--- config.mk ---
export PLATFORM = sky130hd
export DESIGN_NAME = phoenix_input
export DESIGN_NICKNAME = d
export VERILOG_FILES = /design/src/rtl/phoenix_input.sv
export SDC_FILE = /design/constraint.sdc
export NUM_CORES = 1
export LEC_CHECK = 0
export ABC_AREA = 1
export BUFFER_PORTS_ARGS = -buffer_cell sky130_fd_sc_hd__buf_2
export CORE_MARGIN = 4
export CORE_UTILIZATION = 55
export CTS_BUF_LIST = sky130_fd_sc_hd__clkbuf_4 sky130_fd_sc_hd__clkbuf_8 sky130_fd_sc_hd__clkbuf_16
export DETAILED_ROUTE_END_ITERATION = 10
export PLACE_DENSITY = 0.77
export SLEW_MARGIN = 20
export SYNTH_ARGS = -nofsm -noshare
export SYNTH_HDL_FRONTEND = slang
export SYNTH_SLANG_ARGS = --single-unit
--- constraint.sdc ---
create_clock -name clk_sys -period 1.7 [get_ports clk_sys]
set_input_delay 0.51 -clock clk_sys [delete_from_list [all_inputs] [get_ports clk_sys]]
set_output_delay 0.51 -clock clk_sys [all_outputs]
set_load 0.01 [all_outputs]
--- src/rtl/phoenix_input.sv ---
// phoenix_input: maps PS/2 keyboard events and a merged joystick word onto
// the Phoenix arcade control inputs, and shapes a fixed-length coin pulse.
//
// Ports
//   clk_sys          in   system clock, the only clock in the block
//   reset_n          in   synchronous active-low reset
//   ps2_key[10:0]    in   [10] toggle, [9] pressed, [8] extended, [7:0] code
//   joy[15:0]        in   [0] R [1] L [2] D [3] U [4] fire [5] barrier
//                         [6] start1 [7] start2 [8] coin, [15:9] unused
//   rotate           in   1 = horizontal cabinet (up/down steer the ship)
//   btn_left         out  registered left control
//   btn_right        out  registered right control
//   btn_fire         out  registered fire control
//   btn_barrier      out  registered barrier control
//   btn_player_start out  [0] 1P start, [1] 2P start
//   btn_coin         out  COIN_LEN-cycle coin pulse
//
// Coin FSM
//   state    | meaning
//   ST_IDLE  | waiting for a rising edge of coin_req
//   ST_PULSE | btn_coin high, counting COIN_LEN cycles
//   ST_GAP   | btn_coin low, counting COIN_GAP cycles; new edges discarded
module phoenix_input #(
  parameter logic [23:0] COIN_LEN = 24'd1100000,
  parameter logic [23:0] COIN_GAP = 24'd1100000
) (
  input  logic        clk_sys,
  input  logic        reset_n,
  input  logic [10:0] ps2_key,
  input  logic [15:0] joy,
  input  logic        rotate,
  output logic        btn_left,
  output logic        btn_right,
  output logic        btn_fire,
  output logic        btn_barrier,
  output logic [1:0]  btn_player_start,
  output logic        btn_coin
);

  localparam logic [1:0] ST_IDLE  = 2'd0;
  localparam logic [1:0] ST_PULSE = 2'd1;
  localparam logic [1:0] ST_GAP   = 2'd2;

  logic       r_tog_q;
  logic       r_up, r_down, r_left, r_right, r_fire, r_barrier;
  logic       r_up2, r_down2, r_left2, r_right2, r_fire2, r_barrier2;
  logic       r_start1, r_start2, r_coin;
  logic       r_btn_left, r_btn_right, r_btn_fire, r_btn_barrier;
  logic [1:0] r_btn_start;
  logic       r_btn_coin;
  logic [1:0] r_state;
  logic [23:0] r_cnt;
  logic       r_coin_req_q;

  logic w_event, w_pressed, w_ext;
  logic w_left_sel, w_right_sel;
  logic w_coin_req, w_coin_rise;
  logic w_unused_joy;

  assign w_event   = ps2_key[10] != r_tog_q;
  assign w_pressed = ps2_key[9];
  assign w_ext     = ps2_key[8];
  assign w_unused_joy = ^joy[15:9];

  // Toggle tracker keeps loading during reset so the first cycle after
  // release cannot see a stale toggle as an event.
  always_ff @(posedge clk_sys) begin
    r_tog_q <= ps2_key[10];
  end

  always_ff @(posedge clk_sys) begin
    if (!reset_n) begin
      r_up <= 1'b0;  r_down <= 1'b0;  r_left <= 1'b0;  r_right <= 1'b0;
      r_fire <= 1'b0;  r_barrier <= 1'b0;
      r_up2 <= 1'b0; r_down2 <= 1'b0; r_left2 <= 1'b0; r_right2 <= 1'b0;
      r_fire2 <= 1'b0; r_barrier2 <= 1'b0;
      r_start1 <= 1'b0; r_start2 <= 1'b0; r_coin <= 1'b0;
    end else if (w_event) begin
      case (ps2_key[7:0])
        // arrow keys and barrier accept either extended state
        8'h75: r_up      <= w_pressed;
        8'h72: r_down    <= w_pressed;
        8'h6B: r_left    <= w_pressed;
        8'h74: r_right   <= w_pressed;
        8'h14: r_barrier <= w_pressed;
        // the rest are plain (non-extended) keys only
        8'h29: if (!w_ext) r_fire     <= w_pressed;
        8'h05,
        8'h16: if (!w_ext) r_start1   <= w_pressed;
        8'h06,
        8'h1E: if (!w_ext) r_start2   <= w_pressed;
        8'h2E,
        8'h36: if (!w_ext) r_coin     <= w_pressed;
        8'h2D: if (!w_ext) r_up2      <= w_pressed;
        8'h2B: if (!w_ext) r_down2    <= w_pressed;
        8'h23: if (!w_ext) r_left2    <= w_pressed;
        8'h34: if (!w_ext) r_right2   <= w_pressed;
        8'h1C: if (!w_ext) r_fire2    <= w_pressed;
        8'h1B: if (!w_ext) r_barrier2 <= w_pressed;
        default: ;
      endcase
    end
  end

  // In the horizontal cabinet the ship steers with down/up.
  assign w_left_sel  = rotate ? (r_down | r_down2 | joy[2]) : (r_left  | r_left2  | joy[1]);
  assign w_right_sel = rotate ? (r_up   | r_up2   | joy[3]) : (r_right | r_right2 | joy[0]);

  always_ff @(posedge clk_sys) begin
    if (!reset_n) begin
      r_btn_left    <= 1'b0;
      r_btn_right   <= 1'b0;
      r_btn_fire    <= 1'b0;
      r_btn_barrier <= 1'b0;
      r_btn_start   <= 2'b00;
    end else begin
      r_btn_left    <= w_left_sel;
      r_btn_right   <= w_right_sel;
      r_btn_fire    <= r_fire | r_fire2 | joy[4];
      r_btn_barrier <= r_barrier | r_barrier2 | joy[5];
      r_btn_start   <= {r_start2 | joy[7], r_start1 | joy[6]};
    end
  end

  // Pressing a start key also inserts a coin.
  assign w_coin_req  = r_start1 | r_start2 | r_coin | joy[6] | joy[7] | joy[8];
  assign w_coin_rise = w_coin_req & ~r_coin_req_q;

  always_ff @(posedge clk_sys) begin
    if (!reset_n) begin
      r_state      <= ST_IDLE;
      r_cnt        <= 24'd0;
      r_coin_req_q <= 1'b0;
      r_btn_coin   <= 1'b0;
    end else begin
      r_coin_req_q <= w_coin_req;
      case (r_state)
        ST_IDLE: begin
          if (w_coin_rise) begin
            r_state    <= ST_PULSE;
            r_cnt      <= COIN_LEN - 24'd1;
            r_btn_coin <= 1'b1;
          end
        end
        ST_PULSE: begin
          if (r_cnt == 24'd0) begin
            r_state    <= ST_GAP;
            r_cnt      <= COIN_GAP - 24'd1;
            r_btn_coin <= 1'b0;
          end else begin
            r_cnt <= r_cnt - 24'd1;
          end
        end
        ST_GAP: begin
          if (r_cnt == 24'd0) begin
            r_state <= ST_IDLE;
          end else begin
            r_cnt <= r_cnt - 24'd1;
          end
        end
        default: begin
          r_state    <= ST_IDLE;
          r_cnt      <= 24'd0;
          r_btn_coin <= 1'b0;
        end
      endcase
    end
  end

  assign btn_left         = r_btn_left;
  assign btn_right        = r_btn_right;
  assign btn_fire         = r_btn_fire;
  assign btn_barrier      = r_btn_barrier;
  assign btn_player_start = r_btn_start;
  assign btn_coin         = r_btn_coin;

endmodule

==> flow_metrics.tcl <==
set metrics [dict create \
    io-pin-count 37 \
    layout-drive-gt1-share 0.181 \
    initial_core_util 0.579 \
    ys_ff_latch 50 \
    gp_congestion 0.897 \
    antenna_cells 0 \
    cts_buffers 5 \
    ys_seq_area_frac 0.361 \
    syn_to_final_growth_pct 18.7 \
    synth_nets 460 \
    dr.pass1.iters 4 \
    ys_async_sr_fraction 0 \
    maxSlewHeadroom 0.710 \
    via_per_inst 5.26 \
    fin_crit_sh 0.976 \
    cp_max_fo 6 \
    grt_pass1_vias 2608 \
    synth_top_cell_by_area "dfxtp_1" \
    root_buffer "clkbuf_8" \
    setup.worst_path.start_class "register" \
    drc 0 \
    power.leakage_nw 1.47 \
    synth.distinct_cells 30 \
    syn_inst 428 \
    setup_viol 0 \
    clock_latency_ps 300 \
    p_sw_mw 0.889 \
    fin_crit_ps 1660 \
    ys_warn_count 0 \
    clock-sinks 50 \
    final-max-slew-violation-count 0 \
    drtAntennaViolNets 0 \
    vias 2879 \
    antenna_found_initial 0 \
    p_sw_frac 0.312 \
    synth_top_area_frac 0.361 \
    io_buffers 29 \
    num_rows 25 \
    clock_skew_ps 5.82 \
    synth_edf_count 0 \
    routed_wl_um 7010 \
    synth.most_common_cell "nand2_1" \
    power_frac_comb 0.249 \
    largest_reg_flops 24 \
    synth_ff_type "dfxtp_1" \
    fin_ws_ps 40.2 \
    maxCapViolCount 0 \
    cts.clk_slew.worst_paths_ps 90 \
    drtIter0Drc 196 \
    grt_max_degree 22 \
    hold_viol_final 0 \
    coreArea_um2 4790 \
    grt_pass1_wl_um 11400 \
    endpoint_kind "register" \
    p_int_mw 1.96 \
    dieArea_um2 6240 \
    die_w_um 79.0 \
    fin_nets 511 \
    grt_overflow 0 \
    grt_use_total 0.224 \
    pre_cts_slack_ps 10.4 \
    run_status "complete, no violations" \
    hold_path_class "primary input to register" \
    wl_per_cell_um 12.8 \
    synth_area_leaders "dfxtp_1 36%, nand2_1 12%, nor2_1 11%" \
    fmax_mhz 602 \
    htreeDepth 2 \
    cts_hold_buf 0 \
    ir_worst_vdd_mv 0.689 \
    synth_common_cells "85 x nand2_1, 79 x nor2_1, 55 x inv_1" \
    syn-cell-area_um2 2770 \
    seqPwrFrac 0.453 \
    fin_util 0.687 \
    avgSynthCellArea_um2 6.47 \
    cts_buffer_depth 2 \
    arrival_ps 1890 \
    cts_tree "done" \
    worst_pin_slew_ps 434 \
    cp.required_ps 1930 \
    powerDensity_nw_per_um2 865 \
    crit_type "register to register" \
    clkPwrFrac 0.298 \
    largest_register "r_cnt" \
    die_h_um 79.0 \
    dp_hpwl_um 5090 \
]
what timing repair did:
action | CTS | global route
gates resized for setup | 0 | 13
setup buffers | 0 | 4
endpoints found under the setup margin | 0 | 20
layout make-up:
cell class / instances / area, um^2
sequential: 50 / 1000
clock buffer: 6 / 76.3
timing repair buffer: 54 / 358
clock inverter: 2 / 37.5
inverter: 58 / 218
fill: 433 / 1500
multi-input combinational: 310 / 1520
tap: 67 / 83.8
power groups by stage:
stage | Sequential, mW | Combinational, mW | Clock, mW
floorplan | 1.31 | 0.458 | 0
global placement | 1.31 | 0.649 | 0
detailed placement | 1.31 | 0.662 | 0
CTS | 1.28 | 0.666 | 0.866
global route | 1.29 | 0.794 | 0.918
finish | 1.29 | 0.709 | 0.850
through the flow:
| step | instances | TNS (ps) | cell area (um^2) | hold slack (ps) | power [mW] |
|---|---|---|---|---|---|
| floorplan | 428 | 0 | 2770 | 424 | 1.76 |
| global placement | 535 | 0 | 3110 | 430 | 1.96 |
| detailed placement | 535 | 0 | 3110 | 440 | 1.97 |
| CTS | 543 | 0 | 3230 | 322 | 2.82 |
| global route | 547 | -135 | 3290 | 318 | 3.01 |
| finish | 547 | 0 | 3290 | 328 | 2.85 |
cell families (layout without fill, tap and decap cells):
family / count (synthesis) / after routing / synth area share
buffers and inverters: 68 / 120 / 0.0994
DFF: 50 / 50 / 0.361
AOI/OAI and AO/OA: 60 / 60 / 0.114
adders and majority gates: 2 / 2 / 0.00903
xor gates and xnor gates: 8 / 8 / 0.0253
and+or+nand+nor: 240 / 240 / 0.391
per-layer routing:
| metal | track usage | wire length [um] | vias up |
|---|---|---|---|
| li1 | - | - | 1480 |
| met1 | 0.319 | 3410 | 1317 |
| met2 | 0.352 | 3120 | 70 |
| met3 | 0.0397 | 393 | 12 |
| met4 | 0.0550 | 94 | 0 |
| met5 | 0 | 0 | - |
layout by cell type (no fill, tap or decap), types with 7 or more instances in the layout:
master,n
xor2_1,7
buf_4,23
nand3_1,31
a21oi_1,37
nor2_2,9
buf_2,29
inv_1,53
nand4_1,15
nand2_1,84
o21ai_0,17
nor3_1,8
dfxtp_1,50
nor2_1,76
worst max-delay path: stages, from the launching register on:
cell	delay [ps]
dfxtp_1	340
inv_2	80
ha_2	180
nand3_1	110
nor2_2	180
nand4_4	170
nand2_8	150
buf_4	140
nand2_1	70
a21oi_1	170
worst paths after layout:
| check | startpoint | end | slack (ps) | cells after the start |
|---|---|---|---|---|
| worst max-delay path | r_cnt[0] | r_cnt[15] | 40 | 9 |
| worst min-delay path | ps2_key[10] | r_tog_q | 330 | 1 |
| worst max register to register | r_cnt[0] | r_cnt[15] | 40 | 9 |
| worst min register to register | r_right2 | r_right2 | 450 | 2 |
No activity file was read; power rests on OpenSTA's default activity.
